==> src/rtl/load_use_stall_ctrl.sv <==
// Load-use hazard stall controller: freezes PC and IF/ID and injects ID/EX bubbles
// for STALL_CYCLES cycles after a load in EX feeds a source of the ID instruction.
module load_use_stall_ctrl #(
    parameter int unsigned STALL_CYCLES = 2,
    parameter int unsigned CNT_W        = 3
) (
    input  logic             i_clk,
    input  logic             i_rst_n,
    input  logic             i_EX_Memread,
    input  logic [4:0]       i_EX_rd,
    input  logic [4:0]       i_ID_rs1,
    input  logic [4:0]       i_ID_rs2,
    input  logic             i_ID_use_rs1,
    input  logic             i_ID_use_rs2,
    input  logic             i_mem_stall,
    input  logic             i_flush,
    output logic             o_pc_hold,
    output logic             o_ifid_hold,
    output logic             o_idex_bubble,
    output logic [CNT_W-1:0] o_stall_cnt
);

    typedef enum logic {
        IDLE,
        STALL
    } state_t;

    state_t           state;
    state_t           state_nxt;
    logic [CNT_W-1:0] cnt;
    logic [CNT_W-1:0] cnt_nxt;
    logic             hit;
    logic             rs1_match;
    logic             rs2_match;

    assign rs1_match = i_ID_use_rs1 && (i_ID_rs1 == i_EX_rd);
    assign rs2_match = i_ID_use_rs2 && (i_ID_rs2 == i_EX_rd);
    assign hit       = i_EX_Memread && (i_EX_rd != 5'd0) && (rs1_match || rs2_match);

    always_ff @(posedge i_clk or negedge i_rst_n) begin
        if (!i_rst_n) begin
            state <= IDLE;
            cnt   <= '0;
        end else begin
            state <= state_nxt;
            cnt   <= cnt_nxt;
        end
    end

    // cnt already holds STALL_CYCLES-1 on entry to STALL: the hit cycle is the first bubble
    always_comb begin
        state_nxt = state;
        cnt_nxt   = cnt;
        if (i_flush) begin
            state_nxt = IDLE;
            cnt_nxt   = '0;
        end else if (!i_mem_stall) begin
            case (state)
                IDLE: begin
                    if (hit) begin
                        cnt_nxt   = CNT_W'(STALL_CYCLES - 1);
                        state_nxt = (STALL_CYCLES > 1) ? STALL : IDLE;
                    end
                end
                STALL: begin
                    cnt_nxt = cnt - CNT_W'(1);
                    if (cnt == CNT_W'(1)) begin
                        state_nxt = IDLE;
                    end
                end
                default: begin
                    state_nxt = IDLE;
                    cnt_nxt   = '0;
                end
            endcase
        end
    end

    // Reset gates the hit path too, so inputs held during reset cannot assert outputs
    always_comb begin
        o_pc_hold     = 1'b0;
        o_ifid_hold   = 1'b0;
        o_idex_bubble = 1'b0;
        o_stall_cnt   = '0;
        if (i_rst_n && !i_flush) begin
            case (state)
                IDLE: begin
                    if (hit && !i_mem_stall) begin
                        o_pc_hold     = 1'b1;
                        o_ifid_hold   = 1'b1;
                        o_idex_bubble = 1'b1;
                        o_stall_cnt   = CNT_W'(STALL_CYCLES);
                    end
                end
                STALL: begin
                    if (cnt != '0) begin
                        o_pc_hold     = 1'b1;
                        o_ifid_hold   = 1'b1;
                        o_idex_bubble = !i_mem_stall;
                        o_stall_cnt   = cnt;
                    end
                end
                default: begin
                    o_pc_hold = 1'b0;
                end
            endcase
        end
    end

    a_stall_cnt_nonzero: assert property (@(posedge i_clk) disable iff (!i_rst_n)
        (state == STALL) |-> (cnt != '0));
    a_idle_cnt_zero: assert property (@(posedge i_clk) disable iff (!i_rst_n)
        (state == IDLE) |-> (cnt == '0));
    a_cnt_bound: assert property (@(posedge i_clk) disable iff (!i_rst_n)
        cnt <= CNT_W'(STALL_CYCLES));
    a_flush_quiet: assert property (@(posedge i_clk) disable iff (!i_rst_n)
        i_flush |-> (!o_pc_hold && !o_ifid_hold && !o_idex_bubble && (o_stall_cnt == '0)));

endmodule
==> config.mk <==
export PLATFORM = sky130hd
export DESIGN_NAME = load_use_stall_ctrl
export DESIGN_NICKNAME = d
export VERILOG_FILES = /design/src/rtl/load_use_stall_ctrl.sv
export SDC_FILE = /design/constraint.sdc
export NUM_CORES = 1
export LEC_CHECK = 0
export CAP_MARGIN = 20
export CORE_UTILIZATION = 36
export CTS_CLUSTER_DIAMETER = 60
export CTS_CLUSTER_SIZE = 16
export DETAILED_ROUTE_END_ITERATION = 8
export GPL_TIMING_DRIVEN = 0
export MAX_ROUTING_LAYER = met4
export PLACE_DENSITY = 0.74
export SLEW_MARGIN = 0
export SYNTH_ARGS = -nofsm -noshare
export SYNTH_HDL_FRONTEND = slang
export SYNTH_SLANG_ARGS = --single-unit
==> constraint.sdc <==
create_clock -name i_clk -period 2.1 [get_ports i_clk]
set_input_delay 0.21 -clock i_clk [delete_from_list [all_inputs] [get_ports i_clk]]
set_output_delay 0.21 -clock i_clk [all_outputs]
set_load 0.01 [all_outputs]
[After elaboration in Yosys (flattened, before gate mapping)]
Cells that the tools add are included.
Operators by class
  mux-type cells: 20
  add/sub/neg operators: 1
  magnitude comparators: 0
  bitwise logic cells: 1
  reductions and logical operators: 12
  multipliers: 0
  divide/modulo/power cells: 0
  shift operators: 0
  eq/ne operators: 5
Operator list (number)
  3-bit 2-to-1 mux: 5
  3-bit one-hot mux with 2 select lines: 2
  5-bit equality test: 2
  1-bit 2-to-1 mux: 9
  1-bit logical AND: 6
  1-bit one-hot mux with 2 select lines: 3
  5-bit nonzero test: 1
  3-bit by 1-bit equality test with 1-bit output (second input constant): 1
  3-bit inequality test (second input constant): 1
  3-bit nonzero test: 1
  3-bit by 1-bit subtractor with 3-bit output (second input constant): 1
  1-bit logical NOT: 2
  2-bit 2-to-1 mux: 1
  2-bit by 1-bit inequality test with 1-bit output (second input constant): 1
  2-bit AND reduction: 1
  1-bit logical OR: 1
  1-bit inverter: 1
Word-level totals
  bits in read-only memories: 0
  output and inout bits: 6
  memories: 0
  latch bits: 0
  bits in writable memories: 0
  register bits: 4
  input bits: 22
  word-level logic and storage cells: 41

[Logic depth before layout (Yosys ltp)]
  depth in word-level cells: 8
  gate-level depth with buffers: 7
  mapped depth without buffers: 6

[Worst setup path before layout]
Ideal clock, no wire load.
  kind: reg-to-output
  start: reg state
  end: out o_pc_hold
  cell stages (with the launch flop): 5
  setup slack: 0.296 ns
  arrival time: 1.594 ns
  buffers on the path: 2
  cells stage by stage: dfrtp_1 > clkbuf_1 > or4b_1 > o21ai_0 > buf_4
On the way
  word-level cells in the longest chain between the ends: 3
Ends and longest elaborated chain
  from (decl): RTL line 28  | state_t state;
  from (signal assigned): RTL line 45  | state <= state_nxt;
  1-bit inverter
  1-bit one-hot mux with 2 select lines (*)
  1-bit 2-to-1 mux (*)
  to (decl): RTL line 17  | output logic o_pc_hold,
Mark *: on every way between the ends. The rest lies on a longest branch, timed or not.

[Worst setup path after layout]
  start: in i_mem_stall
  end: out o_ifid_hold
On the way
  word-level cells in the longest chain between the ends: 5
Ends and longest elaborated chain
  from (decl): RTL line 15  | input logic i_mem_stall,
  1-bit logical NOT: RTL line 88  | if (hit && !i_mem_stall) begin
  1-bit logical AND: RTL line 88
  1-bit 2-to-1 mux: RTL line 88
  1-bit one-hot mux with 2 select lines: RTL line 86  | case (state)
  1-bit 2-to-1 mux: RTL line 85  | if (i_rst_n && !i_flush) begin
  to (decl): RTL line 18  | output logic o_ifid_hold,
Every way passes these cells.

==> impl_metrics.py <==
metrics = {
    "run": {
        "cap_violations": 0,
    },
    "pwr": {
        "internal_power_mw": 0.199,
        "vdd_ir_drop_max_mv": 0.246,
        "swShare_pct": 28.3,
        "powerDensity_nw_per_um2": 325,
        "switching_power_mw": 0.0786,
        "pwr-share-comb_pct": 34.5,
        "leakage_nw": 0.368,
        "p_clk_share_pct": 36.4,
        "seqPwrFrac_pct": 29.1,
    },
    "cts": {
        "path_clk_slew_ns": 0.04,
        "cts_tree": "done",
        "clk-insertion-delay-late_ns": 0.24,
        "cts-root-buf": "clkbuf_4",
        "clockBufferDepth": 2,
        "h-tree-depth": 1,
        "cts.sink_count": 4,
        "cts-buffers-inserted": 3,
    },
    "logic_synthesis": {
        "netlist_instances": 61,
        "syn_area_um2": 484,
        "synth-seq-area-share_pct": 20.7,
        "synth.avg_cell_area_um2": 7.94,
        "synth_nets": 86,
        "yosys_warnings": 0,
        "synth_cell_types": 25,
        "ys_ff_latch": 4,
    },
    "place": {
        "post-dp-hpwl_um": 997,
        "port_buffers": 27,
        "place_congestion": 0.685,
        "dpl_cell_area_um2": 772,
    },
    "critical_path": {
        "worstSetupStartpointType": "primary input",
        "crit_type": "in -> out",
        "path_max_fanout": 9,
        "cp.arrival_ns": 1.81,
        "critPathCaptureType": "primary output",
        "worstPathRequired_ns": 1.89,
    },
    "finish": {
        "syn_to_final_growth_pct": 76.7,
        "design_area_um2": 856,
        "drive_gt1_share_pct": 20.0,
        "regArea_um2": 101,
        "nNetsFinal": 122,
        "antenna_cells": 0,
        "multi_input_area_um2": 392,
        "fillers": 99,
        "fin_util_pct": 73.1,
    },
    "outcome": {
        "status": "complete, no violations",
    },
    "timing": {
        "fmax_mhz": 496,
        "finClkSkew_ns": 0.00119,
        "fin_crit_ns": 2.02,
        "period_share_pct": 96.0,
        "slew_violations": 0,
        "finalHoldViolCount": 0,
        "setup_viol": 0,
        "rsz0062_at_grt": "no",
        "relSlewSlack_pct": 78.8,
        "worst_pin_slew_ns": 0.318,
    },
    "floorplanning": {
        "pin_count": 28,
        "start_util_pct": 41.3,
        "chipWidth_um": 38.7,
        "rows": 12,
        "fp.dieH_um": 38.7,
        "core_um2": 1170,
        "die-area_um2": 1500,
    },
    "grt": {
        "grt_pass1_vias": 533,
        "grt_max_degree": 11,
        "grt_first_pass_wirelength_um": 2300,
        "grt_antenna_before_repair": 0,
        "gr-total-overflow": 0,
        "grt_usage_pct": 24.0,
    },
    "drt": {
        "drc": 0,
        "wire_per_inst_um": 12.9,
        "firstDrtPassIters": 4,
        "postRouteAntennaNets": 0,
        "vias_per_cell": 5.51,
        "drt_iter0_drc": 12,
        "wl_um": 1410,
        "routed-via-count": 601,
    },
    "hold_path": {
        "hold_class": "in -> async",
    },
}
## metal layers
metal	vias up	track usage, %	routed length (um)
li1	288	-	-
met1	271	26.4	576
met2	38	40.0	701
met3	4	8.67	116
met4	0	7.76	14
met5	-	-	0
## placed cells by master (no fill, tap or decap), types with 3 or more instances in the layout
cell	synthesis	layout
clkdlybuf4s50_1	0	16
dlygate4sd2_1	0	10
xor2_1	8	8
inv_1	6	6
o21ai_0	7	5
buf_4	1	5
nand2_1	4	4
ha_1	3	3
clkbuf_4	0	3
dfrtp_1	4	3
## synthesized netlist by cell type
library cell / n / area [um2]
o311a_1: 2 / 20.0
xor2_1: 8 / 70.1
or4_1: 3 / 22.5
nand3b_1: 1 / 7.51
nor2_1: 1 / 3.75
nor3_1: 2 / 10.0
nor4_1: 2 / 12.5
a32oi_1: 1 / 8.76
o21ai_2: 1 / 8.76
or4b_1: 1 / 10.0
dfrtp_1: 4 / 100
nand2b_1: 1 / 6.26
a21o_1: 2 / 15.0
ha_1: 3 / 37.5
nand3_1: 2 / 10.0
nand2_1: 4 / 15.0
and3_1: 2 / 12.5
o21ai_0: 7 / 35.0
buf_4: 1 / 7.51
xnor2_1: 2 / 17.5
clkbuf_1: 1 / 3.75
a311oi_1: 1 / 8.76
inv_1: 6 / 22.5
and2_0: 1 / 6.26
nor2b_1: 2 / 12.5
## registers in the layout, summed over array words and instances, names as in the netlist
signal	cells
state	1
cnt	3
## power groups by stage
| stage | registers [mW] | logic, mW | clock network (mW) |
|---|---|---|---|
| 6_report | 0.0809 | 0.0958 | 0.101 |
| 5_1_grt | 0.0810 | 0.105 | 0.110 |
| 4_1_cts | 0.0806 | 0.0932 | 0.106 |
| 3_5_place_dp | 0.0812 | 0.0859 | 0 |
| 3_3_place_gp | 0.0813 | 0.0842 | 0 |
| 2_1_floorplan | 0.0808 | 0.0308 | 0 |
## worst max-delay path, cell delays in order
cell and delay (ns):
clkdlybuf4s50_1 0.56, or4b_4 0.57, o21ai_2 0.18, dlygate4sd2_1 0.29
## repair_timing
item	in CTS	in global routing
resized for setup	20	5
buffers inserted	2	2
pin swaps	2	3
hold endpoints to repair	4	0
endpoints found under the setup margin	4	4
hold buffers	1	0
## area by class of cell
type	instances	share of cell area (%)
inverters	6	2.63
flip-flops and latches	4	11.8
clock buffers	3	2.63
plain buffers	1	0.877
well taps	14	2.05
repair buffers	32	34.2
multi-input cells	49	45.8
## kinds of logic after synthesis
kind of cell / count (synthesis) / share of synthesized area [%]
simple gates: 22 / 26.6
flops: 4 / 20.7
compound gates: 14 / 19.9
buf+inv: 8 / 6.98
fa+ha+maj: 3 / 7.75
xor+xnor: 10 / 18.1
## through the flow
stage	worst slack [ns]	power, mW	std cells	setup TNS [ns]	hold WS [ns]
after floorplan	0.296	0.112	61	0	-0.0856
after global placement	-0.658	0.165	102	-2.10	0.436
after detailed placement	-0.651	0.167	102	-2.09	0.435
after CTS	0.00863	0.279	107	0	0.479
after global routing	0.0126	0.296	109	0	0.506
final	0.0834	0.278	109	0	0.490
## final timing paths
path,from,to,slack (ns),cells past startpoint
worst max register to register,cnt[0]$_DFFE_PN0P_,cnt[2]$_DFFE_PN0P_,0.50,6
worst min-delay path,i_rst_n,cnt[2]$_DFFE_PN0P_,0.49,2
min in group i_clk,i_flush,cnt[0]$_DFFE_PN0P_,0.59,3
worst max-delay path,i_mem_stall,o_ifid_hold,0.08,4
worst min register to register,cnt[0]$_DFFE_PN0P_,cnt[0]$_DFFE_PN0P_,0.60,2
max in group asynchronous,i_rst_n,cnt[0]$_DFFE_PN0P_,1.43,2
No activity file was read; power rests on OpenSTA's default activity.
